### src/rtl/repacker_ctrl_pkg.sv
// Shared definitions for the repacker line controller: FSM state encoding
// and the default width of the line-length / word counters.
package repacker_ctrl_pkg;

    localparam int DEF_WORDS_W = 16;

    typedef enum logic [1:0] {
        ST_IDLE   = 2'd0,
        ST_PRIME  = 2'd1,
        ST_STREAM = 2'd2,
        ST_FLUSH  = 2'd3
    } line_state_e;

endpackage

### src/rtl/repacker_line_ctrl.sv
// Line controller in front of a word repacker: primes the repacker, streams
// one line of words to a valid/ready sink, then flushes the repacker buffer.
module repacker_line_ctrl
    import repacker_ctrl_pkg::*;
#(
    parameter int WORDS_W = DEF_WORDS_W
) (
    input  logic               clk,
    input  logic               rst,
    input  logic               line_start,
    input  logic [WORDS_W-1:0] line_words,
    input  logic [3:0]         line_last_strb,
    input  logic               abort,
    output logic               rep_enable,
    output logic               rep_data_req,
    input  logic [31:0]        rep_data,
    output logic               tx_valid,
    input  logic               tx_ready,
    output logic [31:0]        tx_data,
    output logic [3:0]         tx_strb,
    output logic               tx_last,
    output logic               busy,
    output logic               line_done,
    output logic               start_err
);

    localparam logic [WORDS_W-1:0] ONE_WORD = WORDS_W'(1);

    line_state_e        state_q, state_d;
    logic [WORDS_W-1:0] remaining_q, remaining_d;
    logic [3:0]         last_strb_q, last_strb_d;
    logic               rep_enable_q, rep_enable_d;
    logic               tx_valid_q, tx_valid_d;
    logic               busy_q, busy_d;
    logic               line_done_q, line_done_d;
    logic               start_err_q, start_err_d;
    logic               handshake;
    logic               last_word;

    assign last_word = tx_valid_q && (remaining_q == ONE_WORD);
    assign handshake = tx_valid_q && tx_ready;

    always_comb begin
        state_d     = state_q;
        remaining_d = remaining_q;
        last_strb_d = last_strb_q;
        line_done_d = 1'b0;
        start_err_d = 1'b0;

        case (state_q)
            ST_IDLE: begin
                if (line_start) begin
                    if (line_words != '0) begin
                        remaining_d = line_words;
                        last_strb_d = line_last_strb;
                        state_d     = ST_PRIME;
                    end else begin
                        start_err_d = 1'b1;
                    end
                end
            end
            ST_PRIME: begin
                state_d = ST_STREAM;
            end
            ST_STREAM: begin
                // The guard keeps the counter from wrapping even if the sink misbehaves.
                if (handshake && (remaining_q != '0)) begin
                    remaining_d = remaining_q - ONE_WORD;
                    if (last_word) begin
                        state_d     = ST_FLUSH;
                        line_done_d = 1'b1;
                    end
                end
            end
            ST_FLUSH: begin
                state_d = ST_IDLE;
            end
            default: begin
                state_d = ST_IDLE;
            end
        endcase

        if ((state_q != ST_IDLE) && line_start) begin
            start_err_d = 1'b1;
        end

        // Abort wins over everything: no completion, no rejection pulse, counter dropped.
        if ((state_q != ST_IDLE) && abort) begin
            state_d     = ST_IDLE;
            remaining_d = '0;
            line_done_d = 1'b0;
            start_err_d = 1'b0;
        end

        rep_enable_d = (state_d == ST_PRIME) || (state_d == ST_STREAM);
        tx_valid_d   = (state_d == ST_STREAM);
        busy_d       = (state_d != ST_IDLE);
    end

    always_ff @(posedge clk) begin
        if (rst) begin
            state_q      <= ST_IDLE;
            remaining_q  <= '0;
            last_strb_q  <= '0;
            rep_enable_q <= 1'b0;
            tx_valid_q   <= 1'b0;
            busy_q       <= 1'b0;
            line_done_q  <= 1'b0;
            start_err_q  <= 1'b0;
        end else begin
            state_q      <= state_d;
            remaining_q  <= remaining_d;
            last_strb_q  <= last_strb_d;
            rep_enable_q <= rep_enable_d;
            tx_valid_q   <= tx_valid_d;
            busy_q       <= busy_d;
            line_done_q  <= line_done_d;
            start_err_q  <= start_err_d;
        end
    end

    assign rep_enable   = rep_enable_q;
    assign tx_valid     = tx_valid_q;
    assign busy         = busy_q;
    assign line_done    = line_done_q;
    assign start_err    = start_err_q;
    assign tx_last      = last_word;
    assign rep_data_req = handshake && !last_word;
    assign tx_data      = tx_valid_q ? rep_data : 32'h0;
    assign tx_strb      = !tx_valid_q ? 4'h0 : (last_word ? last_strb_q : 4'hF);

endmodule

### config.mk
export PLATFORM = sky130hd
export DESIGN_NAME = repacker_line_ctrl
export DESIGN_NICKNAME = d
export VERILOG_FILES = /design/src/rtl/repacker_ctrl_pkg.sv /design/src/rtl/repacker_line_ctrl.sv
export SDC_FILE = /design/constraint.sdc
export NUM_CORES = 1
export LEC_CHECK = 0
export BUFFER_PORTS_ARGS = -buffer_cell sky130_fd_sc_hd__buf_2
export CAP_MARGIN = 20
export CORE_MARGIN = 4
export CORE_UTILIZATION = 45
export DETAILED_ROUTE_END_ITERATION = 12
export PLACE_DENSITY = 0.86
export SYNTH_ARGS = -nofsm -noshare
export SYNTH_HDL_FRONTEND = slang
export SYNTH_SLANG_ARGS = --single-unit
### constraint.sdc
create_clock -name clk -period 2.9 [get_ports clk]
set_input_delay 0.435 -clock clk [delete_from_list [all_inputs] [get_ports clk]]
set_output_delay 0.435 -clock clk [all_outputs]
set_load 0.01 [all_outputs]
Word level (Yosys, flattened, before mapping)

Index checks and enable logic that the tools add are counted.

Bits in registers: 27
Latch bits: 0
Memory bits (writable): 0
ROM bits: 0
Bits of input ports: 57
Logic and storage cells: 56
Memories kept: 0

Add/sub/neg operators: 1
$mul: 0
Div/mod/pow operators: 0
Order comparisons: 0
Equal/unequal tests: 9
Shifts and indexed selects: 0
Mux-type cells: 18
Bitwise logic cells: 2
Reductions and logical operators: 18

Operators with widths:

| cell                                                                 | count |
|---|---|
| 16-bit 2-to-1 mux                                                    | 3 |
| 32-bit 2-to-1 mux                                                    | 1 |
| 16-bit one-hot mux with 2 select lines                               | 1 |
| 16-bit nonzero test                                                  | 2 |
| 16-bit by 1-bit == test with 1-bit output, second input constant     | 1 |
| 16-bit by 1-bit subtractor with 16-bit output, second input constant | 1 |
| 2-bit 2-to-1 mux                                                     | 5 |
| 4-bit 2-to-1 mux                                                     | 2 |
| 2-bit one-hot mux with 4 select lines                                | 1 |
| 2-bit == test, second input constant                                 | 3 |
| 1-bit logical AND                                                    | 6 |
| 2-bit inequality test, second input constant                         | 3 |
| 2-bit nonzero test                                                   | 3 |
| 1-bit 2-to-1 mux                                                     | 5 |
| 2-bit by 1-bit == test with 1-bit output, second input constant      | 2 |
| 4-bit AND reduction                                                  | 1 |
| 4-bit OR reduction                                                   | 1 |
| 3-bit AND reduction                                                  | 1 |
| 2-bit logical NOT                                                    | 1 |
| 1-bit inverter                                                       | 2 |
| 2-bit OR reduction                                                   | 1 |
| 1-bit logical NOT                                                    | 1 |
| 1-bit logical OR                                                     | 1 |

Depth between registers and ports, before layout

Depth in word-level cells: 8
Mapped depth: 10

Worst setup path after synthesis

OpenSTA, ideal clock, no wires.

Kind: flip-flop to flip-flop
Start: reg remaining_q[3]
End: reg rep_enable_q (netlist: rep_enable)
Arrival: 1.974 ns
Slack: 0.798 ns
Stages on the path, launching flop included: 9
Path buffers: 2
Path through: dfxtp_1 > buf_6 > or4_4 > buf_6 > nor3_1 > a31oi_1 > o21a_1 > ha_1 > nor2b_1

Cells in the longest elaborated chain, start to end: 8

Ends and longest elaborated chain:

| what                                                                             | line                      | RTL |
|---|---|---|
| from (decl)                                                                      | repacker_line_ctrl.sv:30  | `logic [WORDS_W-1:0] remaining_q, remaining_d;` |
| from (signal assigned)                                                           | repacker_line_ctrl.sv:112 | `remaining_q <= remaining_d;` |
| 16-bit by 1-bit == test with 1-bit output                                        | repacker_line_ctrl.sv:40  | `assign last_word = tx_valid_q && (remaining_q == ONE_WORD);` |
| 1-bit logical AND                                                                | repacker_line_ctrl.sv:40  |  |
| 2-bit 2-to-1 mux                                                                 | repacker_line_ctrl.sv:69  | `if (last_word) begin` |
| 2-bit 2-to-1 mux (*)                                                             | repacker_line_ctrl.sv:67  | `if (handshake && (remaining_q != '0)) begin` |
| 2-bit one-hot mux with 4 select lines (*)                                        | repacker_line_ctrl.sv:50  | `case (state_q)` |
| 2-bit 2-to-1 mux (*)                                                             | repacker_line_ctrl.sv:88  | `if ((state_q != ST_IDLE) && abort) begin` |
| 2-bit by 1-bit == test with 1-bit output / 2-bit == test (equally long branches) | repacker_line_ctrl.sv:95  | `rep_enable_d = (state_d == ST_PRIME) \|\| (state_d == ST_STREAM);` |
| 1-bit logical OR (*)                                                             | repacker_line_ctrl.sv:95  |  |
| via rep_enable_d                                                                 | repacker_line_ctrl.sv:32  | `logic rep_enable_q, rep_enable_d;` |
| to (signal assigned)                                                             | repacker_line_ctrl.sv:114 | `rep_enable_q <= rep_enable_d;` |
| to (decl)                                                                        | repacker_line_ctrl.sv:32  |  |

Mark *: on every way through the listed nets, which the timed path passes. The rest lies on a longest branch.
A chain may end at the register's enable or synchronous reset.

Worst setup path in the final report

Start: reg remaining_q[7]
End: out tx_strb[3]

Cells in the longest elaborated chain, start to end: 4

Ends and longest elaborated chain:

| what                                      | line                      | RTL |
|---|---|---|
| 16-bit by 1-bit == test with 1-bit output | repacker_line_ctrl.sv:40  |  |
| 1-bit logical AND                         | repacker_line_ctrl.sv:40  |  |
| 4-bit 2-to-1 mux (2 in a row)             | repacker_line_ctrl.sv:130 | `assign tx_strb = !tx_valid_q ? 4'h0 : (last_word ? last_strb_q : 4'hF);` |
| to (decl)                                 | repacker_line_ctrl.sv:20  | `output logic [3:0] tx_strb,` |

Every way passes these cells.

==> flow_summary.json <==
{
  "r2r-start": "remaining_q[7]",
  "gr-total-overflow": 0,
  "h-tree-depth": 1,
  "synth.cell_area_um2": 1940,
  "peakVddDrop_uv": 240,
  "antenna_found_initial": 0,
  "report.final.slew_viol_count": 0,
  "switching_share_pct": 34.4,
  "switchingPower_uw": 318,
  "ys_ff_latch": 27,
  "cp_cell_sequence": "or4_1 > nor3_2 > nand2_1 > o21a_1 > buf_2",
  "p_int_uw": 607,
  "fin_tns_setup_ns": 0,
  "cts_buffers": 3,
  "cts_tree": "built",
  "synth_edf_count": 0,
  "worst_slew_pin_slew_ns": 0.667,
  "root_buffer": "clkbuf_8",
  "drive_gt1_share_pct": 35.4,
  "p_total_uw": 925,
  "ant_nets": 0,
  "vias": 2290,
  "reg2reg_depth": 5,
  "dp_hpwl_um": 4510,
  "syn_to_final_growth_pct": 28.0,
  "r2r-end": "remaining_q[11]",
  "leakagePower_uw": 0.00122,
  "clock_sinks": 27,
  "synth_area_per_cell_um2": 7.78,
  "p_clk_share_pct": 23.9,
  "detail_route.wl_per_cell_um": 15.5,
  "ys.flop_type": "dfxtp_1",
  "synth_warnings": 0,
  "finalHoldViolCount": 0,
  "max-cap-violations": 0,
  "layout_min_cycle_time_ns": 2.72,
  "dieArea_um2": 5440,
  "grt_pass1_wl_um": 9380,
  "setup_violations": 0,
  "drtPass1Iterations": 5,
  "wl_um": 6030,
  "placedCellCount": 385,
  "grt_max_degree": 39,
  "worstSetupPathType": "reg -> out",
  "final_nets": 404,
  "io_pins": 100,
  "placedInstanceArea_um2": 2440,
  "fmax_mhz": 367,
  "cp-start-kind": "flop",
  "synthCells": 250,
  "path_max_fanout": 8,
  "antenna_cells": 0,
  "design_area_um2": 2490,
  "clockBufferDepth": 2,
  "period_share_pct": 93.9,
  "arrival_ns": 2.29,
  "async_reset_ff_share_pct": 0,
  "grt_setup_unrepaired": "no",
  "grt_pass1_vias": 2022,
  "reg2reg_slack_ns": 0.56,
  "status": "finished, final reports clean",
  "ys_types": 43,
  "max_stage_delay_ns": 0.78,
  "yosysSeqAreaShare_pct": 27.8,
  "slew_headroom_pct": 55.5,
  "drtIter0Drc": 214,
  "rows": 23,
  "start_util_pct": 47.6,
  "dieHeight_um": 73.7,
  "hp-start": "line_last_strb[1]",
  "clk_latency_ns": 0.28,
  "via_per_inst": 5.89,
  "die_x_um": 73.7,
  "power_frac_seq_pct": 45.4,
  "min_path_cells": 3,
  "cp_slowest_cell": "or4_1",
  "cp-end-kind": "output port",
  "gp_congestion": 0.907,
  "grt_util_all_layers_pct": 21.4,
  "cp.required_ns": 2.47,
  "min_path_type": "in -> reg",
  "drc_errors": 0,
  "io_buffers": 99,
  "post_layout_nonfiller_instances": 389,
  "power.density_nw_per_um2": 372,
  "holdWs_ns": 0.390,
  "hold_path_end": "last_strb_q[1]",
  "synthesis.nets": 314,
  "clock_skew_ns": 0.00790,
  "clkTransAtPathRegs_ns": 0.10,
  "core_um2": 4090,
  "p_comb_share_pct": 30.7
}
[cell type report]
cell class                 count  area (µm²)
fill                         374        1600
multi-input combinational    195        1270
sequential                    27         541
inverter                       9        33.8
timing repair buffer         104         533
tap                           50        62.6
clock inverter                 1        5.00
clock buffer                   3        41.3
[synthesized netlist by cell type, types with 2 or more instances]
master,count,share of area (%)
or3_1,3,0.97
a22oi_1,3,1.2
nor2b_1,3,0.97
nand2_1,20,3.9
a22o_1,3,1.4
a21oi_1,19,4.9
nand2b_1,2,0.64
ha_1,7,4.5
buf_6,4,2.3
nand4_1,2,0.64
nor4_1,11,3.5
nor2_1,17,3.3
clkbuf_1,14,2.7
nand3_1,10,2.6
nor4_4,2,2.2
o31ai_1,4,1.5
o21a_1,6,2.3
o211ai_1,3,1.2
a32o_1,11,5.7
dfxtp_1,27,28
a31oi_1,2,0.64
and2_1,32,10
o21ai_0,6,1.5
inv_1,9,1.7
nor3_1,9,2.3
a31o_2,2,0.90
o41ai_1,2,0.90
or4_1,2,0.77
[per-stage QoR]
step,worst slack (ns),util [%]
2_1_floorplan,0.798,-
3_3_place_gp,0.442,59.6
3_5_place_dp,0.431,59.6
4_1_cts,0.0514,60.8
5_1_grt,0.0695,60.9
6_report,0.176,60.9
[worst max path at each step]
stage               cells after the start         end  slack, ns           start
global route                            5  tx_strb[2]       0.07  remaining_q[7]
detailed placement                      5  tx_strb[3]       0.43  remaining_q[7]
CTS                                     5  tx_strb[3]       0.05  remaining_q[7]
finish                                  5  tx_strb[3]       0.18  remaining_q[7]
floorplan                               8  rep_enable       0.80  remaining_q[3]
global placement                        5  tx_strb[3]       0.44  remaining_q[7]
[state kept, by name (all words and copies together) (netlist names)]
register / flops
rep_enable: 1
tx_valid: 1
line_done: 1
busy: 1
last_strb_q: 4
start_err: 1
remaining_q: 16
state_q: 2
[layer usage]
metal | wire length [µm] | GRT usage, %
met1 | 2200 | 27.0
met2 | 2940 | 36.6
met3 | 762 | 3.01
met4 | 126 | 8.25
met5 | 0 | 0
[power groups by stage]
stage | Clock [µW] | Sequential (µW) | Combinational (µW)
after detailed placement | 0 | 426 | 276
after CTS | 228 | 418 | 278
after global routing | 240 | 422 | 311
final | 222 | 420 | 284
after floorplan | 0 | 421 | 197
after global placement | 0 | 425 | 272
[placed cells by master (no fill, tap or decap), drive strengths merged, types with 2 or more instances in the layout]
| cell type | instances |
|---|---|
| nor2 | 18 |
| a22o | 3 |
| a31o | 2 |
| nor2b | 3 |
| nor4 | 13 |
| o41ai | 2 |
| or3 | 3 |
| nand2 | 20 |
| dfxtp | 27 |
| a22oi | 3 |
| ha | 7 |
| o211ai | 3 |
| nand3 | 10 |
| nand4 | 2 |
| a31oi | 2 |
| a32o | 11 |
| and2 | 32 |
| o21a | 7 |
| o31ai | 4 |
| inv | 9 |
| clkbuf | 3 |
| or4 | 3 |
| nor3 | 9 |
| buf | 104 |
| o21ai | 7 |
| nand2b | 2 |
| a21oi | 19 |
[cell families (layout without fill, tap and decap cells)]
logic type      count (synthesis)  in the layout  share of synthesized area, %
simple gates                  118            118                          34.2
compound gates                 69             69                          25.9
buf+inv                        28            117                          7.01
flops                          27             27                          27.8
fa+ha+maj                       7              7                          4.50
mux                             1              1                         0.515
[worst max-delay path, delay by kind of cell, from the launching register on]
kind	cells	cell delay, ns
simple gates	3	1.27
compound gates	1	0.21
buf+inv	1	0.14
flops	1	0.39
[what timing repair did]
action                     4_1_cts  5_1_grt
buffers inserted                 0        0
hold buffers                     0        0
setup endpoints to repair        0        5
hold endpoints to repair         0        0
resized for setup                0        1
No activity file was read; power rests on OpenSTA's default activity.
